===== config.mk =====
export PLATFORM = sky130hd
export DESIGN_NAME = average_unpooling
export DESIGN_NICKNAME = d
export VERILOG_FILES = /design/src/rtl/average_unpooling.sv
export SDC_FILE = /design/constraint.sdc
export NUM_CORES = 1
export LEC_CHECK = 0
export BUFFER_PORTS_ARGS = -buffer_cell sky130_fd_sc_hd__buf_4
export CORE_ASPECT_RATIO = 1.25
export CORE_MARGIN = 1.5
export CORE_UTILIZATION = 25
export DETAILED_ROUTE_END_ITERATION = 10
export PLACE_DENSITY = 0.44
export SLEW_MARGIN = 20
export SYNTH_ARGS = -nofsm -noshare
export SYNTH_HDL_FRONTEND = slang
export SYNTH_SLANG_ARGS = --single-unit

===== constraint.sdc =====
create_clock -name clk -period 12.8 [get_ports clk]
set_input_delay 2.56 -clock clk [delete_from_list [all_inputs] [get_ports clk]]
set_output_delay 2.56 -clock clk [all_outputs]
set_load 0.05 [all_outputs]

===== src/rtl/average_unpooling.sv =====
// Nearest-neighbour unpooling engine: reads a DxD map from scratchpad memory and
// writes each word back as a PxP block of a (D*P)x(D*P) map. Start/done handshake.
module average_unpooling #(
    parameter int ADDR_WIDTH = 12,
    parameter int DATA_WIDTH = 32,
    parameter int DIM_WIDTH  = 4
) (
    input  logic                  clk,
    input  logic                  rst,
    input  logic                  valid_in,
    input  logic [DIM_WIDTH-1:0]  pool_size,
    input  logic [ADDR_WIDTH-1:0] input_addr,
    input  logic [ADDR_WIDTH-1:0] output_addr,
    input  logic [DIM_WIDTH-1:0]  dimensions,
    output logic                  valid_out,
    output logic                  busy,
    output logic                  mem_rd_en,
    output logic [ADDR_WIDTH-1:0] mem_rd_addr,
    input  logic [DATA_WIDTH-1:0] mem_rd_data,
    output logic                  mem_wr_en,
    output logic [ADDR_WIDTH-1:0] mem_wr_addr,
    output logic [DATA_WIDTH-1:0] mem_wr_data
);

    localparam int PW = 2*DIM_WIDTH + ADDR_WIDTH;

    typedef logic [DIM_WIDTH-1:0]  dim_t;
    typedef logic [ADDR_WIDTH-1:0] addr_t;
    typedef logic [PW-1:0]         wide_t;

    typedef struct packed {
        dim_t  p;
        dim_t  d;
        addr_t ia;
        addr_t oa;
    } job_t;

    typedef enum logic [2:0] {IDLE, RD_REQ, RD_WAIT, WRITE, DONE} state_t;

    state_t                state, nxt_state;
    job_t                  job, nxt_job;
    dim_t                  r, c, i, j;
    dim_t                  nxt_r, nxt_c, nxt_i, nxt_j;
    dim_t                  p_last, d_last;
    logic [DATA_WIDTH-1:0] hold, nxt_hold;
    logic                  accept;
    wide_t                 rd_full, wr_full, row_words;

    // Next-state and next-counter values; memory outputs are registered from these
    // so that each request appears in the same cycle as the state that owns it.
    always_comb begin
        accept    = (state == IDLE) && !busy && valid_in;
        nxt_state = state;
        nxt_job   = job;
        nxt_r     = r;
        nxt_c     = c;
        nxt_i     = i;
        nxt_j     = j;
        nxt_hold  = hold;
        p_last    = job.p - 1'b1;
        d_last    = job.d - 1'b1;

        case (state)
            IDLE: begin
                if (accept) begin
                    nxt_job = '{p: pool_size, d: dimensions, ia: input_addr, oa: output_addr};
                    nxt_r   = '0;
                    nxt_c   = '0;
                    nxt_i   = '0;
                    nxt_j   = '0;
                    nxt_state = (pool_size == '0 || dimensions == '0) ? DONE : RD_REQ;
                end
            end
            RD_REQ: nxt_state = RD_WAIT;
            RD_WAIT: begin
                nxt_hold  = mem_rd_data;
                nxt_i     = '0;
                nxt_j     = '0;
                nxt_state = WRITE;
            end
            WRITE: begin
                if (j != p_last) begin
                    nxt_j = j + 1'b1;
                end else begin
                    nxt_j = '0;
                    if (i != p_last) begin
                        nxt_i = i + 1'b1;
                    end else begin
                        nxt_i = '0;
                        if (c != d_last) begin
                            nxt_c     = c + 1'b1;
                            nxt_state = RD_REQ;
                        end else begin
                            nxt_c = '0;
                            if (r != d_last) begin
                                nxt_r     = r + 1'b1;
                                nxt_state = RD_REQ;
                            end else begin
                                nxt_state = DONE;
                            end
                        end
                    end
                end
            end
            DONE:    nxt_state = IDLE;
            default: nxt_state = IDLE;
        endcase

        // Wide intermediates; only the low ADDR_WIDTH bits are used, so addresses wrap.
        row_words = wide_t'(nxt_job.d) * wide_t'(nxt_job.p);
        rd_full   = wide_t'(nxt_job.ia) + wide_t'(nxt_r) * wide_t'(nxt_job.d) + wide_t'(nxt_c);
        wr_full   = wide_t'(nxt_job.oa)
                  + (wide_t'(nxt_r) * wide_t'(nxt_job.p) + wide_t'(nxt_i)) * row_words
                  + wide_t'(nxt_c) * wide_t'(nxt_job.p) + wide_t'(nxt_j);
    end

    always_ff @(posedge clk or posedge rst) begin
        if (rst) begin
            state       <= IDLE;
            job         <= '0;
            r           <= '0;
            c           <= '0;
            i           <= '0;
            j           <= '0;
            hold        <= '0;
            valid_out   <= 1'b0;
            busy        <= 1'b0;
            mem_rd_en   <= 1'b0;
            mem_rd_addr <= '0;
            mem_wr_en   <= 1'b0;
            mem_wr_addr <= '0;
            mem_wr_data <= '0;
        end else begin
            state <= nxt_state;
            job   <= nxt_job;
            r     <= nxt_r;
            c     <= nxt_c;
            i     <= nxt_i;
            j     <= nxt_j;
            hold  <= nxt_hold;

            mem_rd_en   <= (nxt_state == RD_REQ);
            mem_rd_addr <= (nxt_state == RD_REQ) ? rd_full[ADDR_WIDTH-1:0] : '0;
            mem_wr_en   <= (nxt_state == WRITE);
            mem_wr_addr <= (nxt_state == WRITE) ? wr_full[ADDR_WIDTH-1:0] : '0;
            mem_wr_data <= (nxt_state == WRITE) ? nxt_hold : '0;

            valid_out <= (state == DONE);
            // busy covers the done pulse cycle, so a start during it is ignored.
            if (accept)
                busy <= 1'b1;
            else if (valid_out)
                busy <= 1'b0;
        end
    end

endmodule


==> impl_metrics.yaml, run 1 <==
layout:
  drive_above_1_share_pct: 20.9
  fillers: 4328
  synthToLayoutAreaGrowth_pct: 21.1
  fin_nets: 1365
  fin_util_pct: 30.7
  antennaDiodeCount: 0
global_routing:
  grt_pass1_wl_mm: 39.6
  grt_util_met2_pct: 21.1
  grt_overflow: 0
  track_usage_pct: 12.1
  grt_pass1_vias: 7462
  antenna_found_initial: 0
  grt_max_degree: 76
  top_usage_layer: "met2"
  grt.met3_usage_pct: 2.51
  grt_use_met1_pct: 14.7
clock_network:
  htree_levels: 4
  cts.path.max_buffers: 2
  cts.repair.resized: 0
  postCtsSetupRepairBufs: 0
  cts_inserted_buffers: 17
  insertion_delay_ps: 440
  clock_sinks: 143
  path_clk_slew_ps: 70
  tritoncts: "built"
  ctsRootBufferMaster: "clkbuf_16"
  hold_buffers: 0
timing:
  fmax_ghz: 0.0878
  finalSetupViolCount: 0
  worstMarginPinSlew_ps: 976
  final_max_slew_viol_count: 0
  rsz0062_at_grt: "no"
  final.setup.tns_ps: 0
  final.setup_skew_ps: 12.0
  period_minus_slack_ps: 11390
  finalHoldViolations: 0
  fin_crit_sh_pct: 89.0
  slew_headroom_pct: 34.8
place:
  portBuffers: 126
  place.gp.congestion: 0.770
  hpwl_mm: 19.2
critical_path:
  cp_slowest_cell: "a21boi_0"
  worst_ep_arrival_time_ps: 11760
  end_kind: "flip-flop"
  path_depth: 32
  critical-path-top-delay-family: "adder cells"
  cp_max_fo: 18
  critPathKind: "primary input to flip-flop"
  cp_common_cell: "fa_1"
  r2r_slack_ps: 2230
  cp-startpoint: "valid_in"
  r2r-start: "job[28]"
  r2r_cells: 37
  crit_buf_inv: 6
  start_kind: "primary input"
  crit_end: "mem_wr_addr[11]"
  r2r_end: "mem_wr_addr[11]"
  cp.required_ps: 13170
  cp_slowest_stage_delay_ps: 750
pwr:
  powerDensity_nw_per_um2: 80.5
  peakVddDrop_uv: 91.5
  p_leak_uw: 0.00656
yosys:
  yosysWarnings: 0
  syn_inst: 976
  synth_flop_cell: "dfrtp_1"
  synth_cell_types: 64
  avgSynthCellArea_um2: 10.7
  synthesis.area_um2: 10400
  synth-seq-cells: 143
  syn_nets: 1227
  async_reset_ff_share_pct: 100
  synth_enable_flop_cells: 0
  ys_seq_area_share_pct: 34.3
floorplan:
  initial_utilization_pct: 25.3
  core_area_um2: 41100
  die_y_um: 231
  dieArea_um2: 42900
  ioPinCount: 127
  die_w_um: 186
  rows: 83
detailed_routing:
  drc: 0
  drt-total-wl_mm: 24.7
  drt-wirelength-per-cell_um: 14.7
  post_drt_via_cell_ratio: 4.18
  drt_pass1_iterations: 4
  ant_nets: 0
  via_count: 7024
  drt_iter0_markers: 284
status:
  run_status: "finished, final reports clean"
hold_path:
  hp-class: "flip-flop to flip-flop"
flow_run:
  drv_cap: 0
cell type report:
cell class / count / area, um^2 / area share (%)
Inverter: 151 / 572 / 4.53
Clock buffer: 17 / 425 / 3.37
Timing Repair Buffer: 134 / 1010 / 7.97
Tap cell: 552 / 691 / 5.47
Multi-Input combinational cell: 667 / 6210 / 49.2
Sequential cell: 143 / 3580 / 28.3
Clock inverter: 15 / 145 / 1.15
flip-flops by register name, indices dropped and copies added (netlist names):
name / flops
hold: 32
state: 3
mem_rd_en: 1
i: 4
job: 32
mem_wr_addr: 12
mem_rd_addr: 12
mem_wr_data: 32
c: 4
j: 4
mem_wr_en: 1
busy: 1
r: 4
valid_out: 1
layer usage:
layer	part of all wire, %	up-vias
met5	0	-
met4	1.7	0
met3	3.6	23
met2	51	137
met1	43	3454
li1	-	3410
synthesized netlist by cell type, types with 3 or more instances:
| master | number | area share, % |
|---|---|---|
| and4_1 | 3 | 0.25 |
| clkbuf_1 | 11 | 0.40 |
| xnor2_1 | 25 | 2.1 |
| a211oi_1 | 4 | 0.29 |
| clkinv_1 | 3 | 0.11 |
| o21ai_0 | 24 | 1.2 |
| and3_1 | 4 | 0.24 |
| nor3_1 | 7 | 0.34 |
| mux2i_1 | 16 | 1.5 |
| nor2_1 | 64 | 2.3 |
| nand2_1 | 80 | 2.9 |
| nor2b_1 | 9 | 0.54 |
| a21oi_1 | 20 | 0.96 |
| dfrtp_1 | 143 | 34 |
| a21o_1 | 10 | 0.72 |
| fa_1 | 85 | 16 |
| nand4_1 | 5 | 0.30 |
| nand2b_1 | 10 | 0.60 |
| nand3_1 | 5 | 0.24 |
| o21bai_1 | 5 | 0.36 |
| o21a_1 | 8 | 0.58 |
| ha_1 | 99 | 12 |
| mux2_2 | 50 | 5.4 |
| inv_1 | 147 | 5.3 |
| xor2_1 | 23 | 1.9 |
| and2_1 | 65 | 3.9 |
| xnor3_1 | 3 | 0.65 |
| a22o_1 | 3 | 0.25 |
cells in the final DEF, fill, tap and decap left out, types with 3 or more instances in the layout:
cell,Yosys,final
inv_1,147,146
nand4_1,5,5
ha_1,99,99
clkinv_1,3,3
o21a_1,8,8
mux2_2,50,50
and3_1,4,4
o21ai_0,24,24
a22o_1,3,3
buf_4,0,134
a21oi_1,20,20
a211oi_1,4,4
nand3_1,5,5
nor3_1,7,7
nand2b_1,10,10
and2_1,65,65
nor2b_1,9,9
nand2_1,80,80
a21o_1,10,10
and4_1,3,3
dfrtp_1,143,143
fa_1,85,85
xnor2_1,25,25
clkbuf_16,0,17
mux2i_1,16,16
inv_8,0,5
xnor3_1,3,3
o21bai_1,5,5
nor2_1,64,63
xor2_1,23,23
inv_6,0,5
stage by stage:
stage / instance area (um^2) / setup slack, ps / hold WS [ps] / cells / power, uW
5_1_grt: 12600 / 829 / 505 / 1679 / 1060
6_report: 12600 / 1410 / 467 / 1679 / 1020
2_1_floorplan: 10400 / 1910 / 466 / 976 / 507
3_3_place_gp: 12100 / 1050 / 472 / 1647 / 537
3_5_place_dp: 12100 / 947 / 467 / 1647 / 538
4_1_cts: 12600 / 1430 / 477 / 1679 / 1040
worst min-delay path by stage:
| stage | startpoint | cells past startpoint | end | slack, ps |
|---|---|---|---|---|
| floorplan | hold[0] | 1 | hold[0] | 470 |
| global placement | hold[6] | 1 | hold[6] | 470 |
| detailed placement | valid_out | 1 | busy | 470 |
| CTS | valid_out | 1 | busy | 480 |
| global route | hold[10] | 1 | hold[10] | 510 |
| finish | valid_out | 1 | busy | 470 |
where the power goes:
group | leakage [uW] | switching (uW) | internal, uW
Sequential | 0.00175 | 2.47 | 462
Combinational | 0.00453 | 37.3 | 25.8
Clock | 0.000277 | 231 | 258
Total | 0.00656 | 271 | 746
kinds of logic after synthesis:
group                    count (synthesis)  synth area share (%)
AO/OA/AOI/OAI                           94                  6.03
XOR/XNOR                                53                  5.07
adder cells (fa/ha/maj)                184                  28.2
buffers and inverters                  166                  6.13
flip-flops                             143                  34.3
multiplexers                            67                  7.08
AND/OR/NAND/NOR                        269                  13.2
worst reg2reg max path: cells and delay by family (launching register included):
family	cells	cell delay, ps
xor+xnor	4	1010
fa+ha+maj	12	5080
buf+inv	6	320
compound gates	9	2350
flops	1	480
simple gates	6	1260
(Power assumes the default switching activity.)
==> inputs of run 2 (changes only) <==
Settings changed: CORE_UTILIZATION 25 to 35, PLACE_DENSITY 0.44 to 0.56.
==> impl_metrics.yaml, run 2 (synthesis gave the netlist of run 1 again) <==
detailed_routing:
  ant_nets: 0
  drt-total-wl_mm: 22.6
  via_count: 7147
  drt-met1-wl_mm: 9.59
  drt-wirelength-per-cell_um: 14.8
  dr_wl_met3_um: 776
  drt_iter0_markers: 242
  highest_layer: "met4"
  drc: 0
  post_drt_via_cell_ratio: 4.69
  wl_met2_mm: 11.7
  drt_pass1_iterations: 4
clock_network:
  cts.repair.resized: 0
  htree_levels: 4
  path_clk_slew_ps: 70
  cts.path.max_buffers: 2
  hold_buffers: 0
  insertion_delay_ps: 430
  tritoncts: "built"
  clock_sinks: 143
  cts_inserted_buffers: 17
  ctsRootBufferMaster: "clkbuf_16"
  postCtsSetupRepairBufs: 0
layout:
  fillers: 2928
  largestRegisters: "hold x32, job x32, mem_wr_data x32"
  synthToLayoutAreaGrowth_pct: 19.3
  multi_input_area_um2: 6210
  drive_above_1_share_pct: 20.8
  layout_common_cells: "inv_1, dfrtp_1, buf_4, ha_1, fa_1"
  layout_commonest_cell: "inv_1"
  fin_util_pct: 42.5
  seqCellArea_um2: 3580
  fin_nets: 1364
place:
  hpwl_mm: 17.7
  portBuffers: 126
  pre_cts_ws_ps: 1060
  place.gp.congestion: 0.787
timing:
  finalHoldViolations: 0
  final_max_slew_viol_count: 0
  rsz0062_at_grt: "no"
  hold_slack_ps: 487
  fin_ws_ps: 1510
  finalSetupViolCount: 0
  period_minus_slack_ps: 11290
  fin_crit_sh_pct: 88.2
  slew_headroom_pct: 38.9
  final.setup.tns_ps: 0
  fmax_ghz: 0.0886
  final.setup_skew_ps: 12.4
  worstMarginPinSlew_ps: 910
pwr:
  total_power_uw: 1020
  peakVddDrop_uv: 84.0
  p_leak_uw: 0.00655
  powerDensity_nw_per_um2: 82.1
floorplan:
  dieArea_um2: 30800
  ioPinCount: 127
  core_area_um2: 29300
  die_y_um: 196
  rows: 70
  die_w_um: 157
  initial_utilization_pct: 35.6
critical_path:
  r2r-start: "job[28]"
  r2r_slack_ps: 2350
  cp_slowest_stage_delay_ps: 690
  cp_max_fo: 11
  cp_common_cell: "fa_1"
  critical-path-top-delay-family: "adder cells"
  critPathKind: "primary input to flip-flop"
  worst_ep_arrival_time_ps: 11650
  start_kind: "primary input"
  crit_buf_inv: 6
  r2r_cells: 37
  end_kind: "flip-flop"
  cp.required_ps: 13160
  r2r_end: "mem_wr_addr[11]"
  cp_slowest_cell: "a21boi_0"
hold_path:
  min_delay_path_depth: 1
  hp-class: "flip-flop to flip-flop"
  min_from: "valid_out"
  min_to: "busy"
flow_run:
  drv_cap: 0
global_routing:
  antenna_found_initial: 0
  track_usage_pct: 15.7
  grt_pass1_wl_mm: 37.5
  grt_pass1_vias: 7487
  grt_overflow: 0
  grt_max_degree: 73
status:
  run_status: "finished, final reports clean"
run 2: area by class of cell:
| cell class | count | area share, % |
|---|---|---|
| sequential | 143 | 28.8 |
| inverter | 151 | 4.60 |
| clock inverter | 14 | 1.19 |
| multi-input combinational | 667 | 49.9 |
| timing repair buffer | 133 | 8.03 |
| tap | 396 | 3.99 |
| antenna | 1 | 0.0201 |
| clock buffer | 18 | 3.45 |
run 2: power breakdown:
| part | internal, uW | total, uW | switching (uW) |
|---|---|---|---|
| combinational | 25.9 | 63.3 | 37.4 |
| sequential | 462 | 464 | 2.40 |
| clock | 275 | 492 | 218 |
| total | 763 | 1020 | 257 |
run 2: how the worst max path moves through the flow:
stage / startpoint / end / slack [ps] / cells past startpoint
floorplan: valid_in / mem_wr_addr[11] / 1910 / 32
global placement: valid_in / mem_wr_addr[11] / 1260 / 32
detailed placement: valid_in / mem_wr_addr[11] / 1060 / 32
CTS: valid_in / mem_wr_addr[11] / 1480 / 32
global route: valid_in / mem_wr_addr[11] / 870 / 32
finish: valid_in / mem_wr_addr[11] / 1510 / 32
run 2: metal layers:
metal | up-vias | track usage (%)
met2 | 123 | 27.9
met3 | 26 | 2.54
met1 | 3587 | 19.2
met5 | - | 0
met4 | 0 | 5.10
li1 | 3411 | -
run 2: through the flow:
step           cell area (um^2)  std cells
2_1_floorplan             10400        976
3_3_place_gp              11900       1490
3_5_place_dp              11900       1490
4_1_cts                   12400       1522
5_1_grt                   12400       1522
6_report                  12400       1523
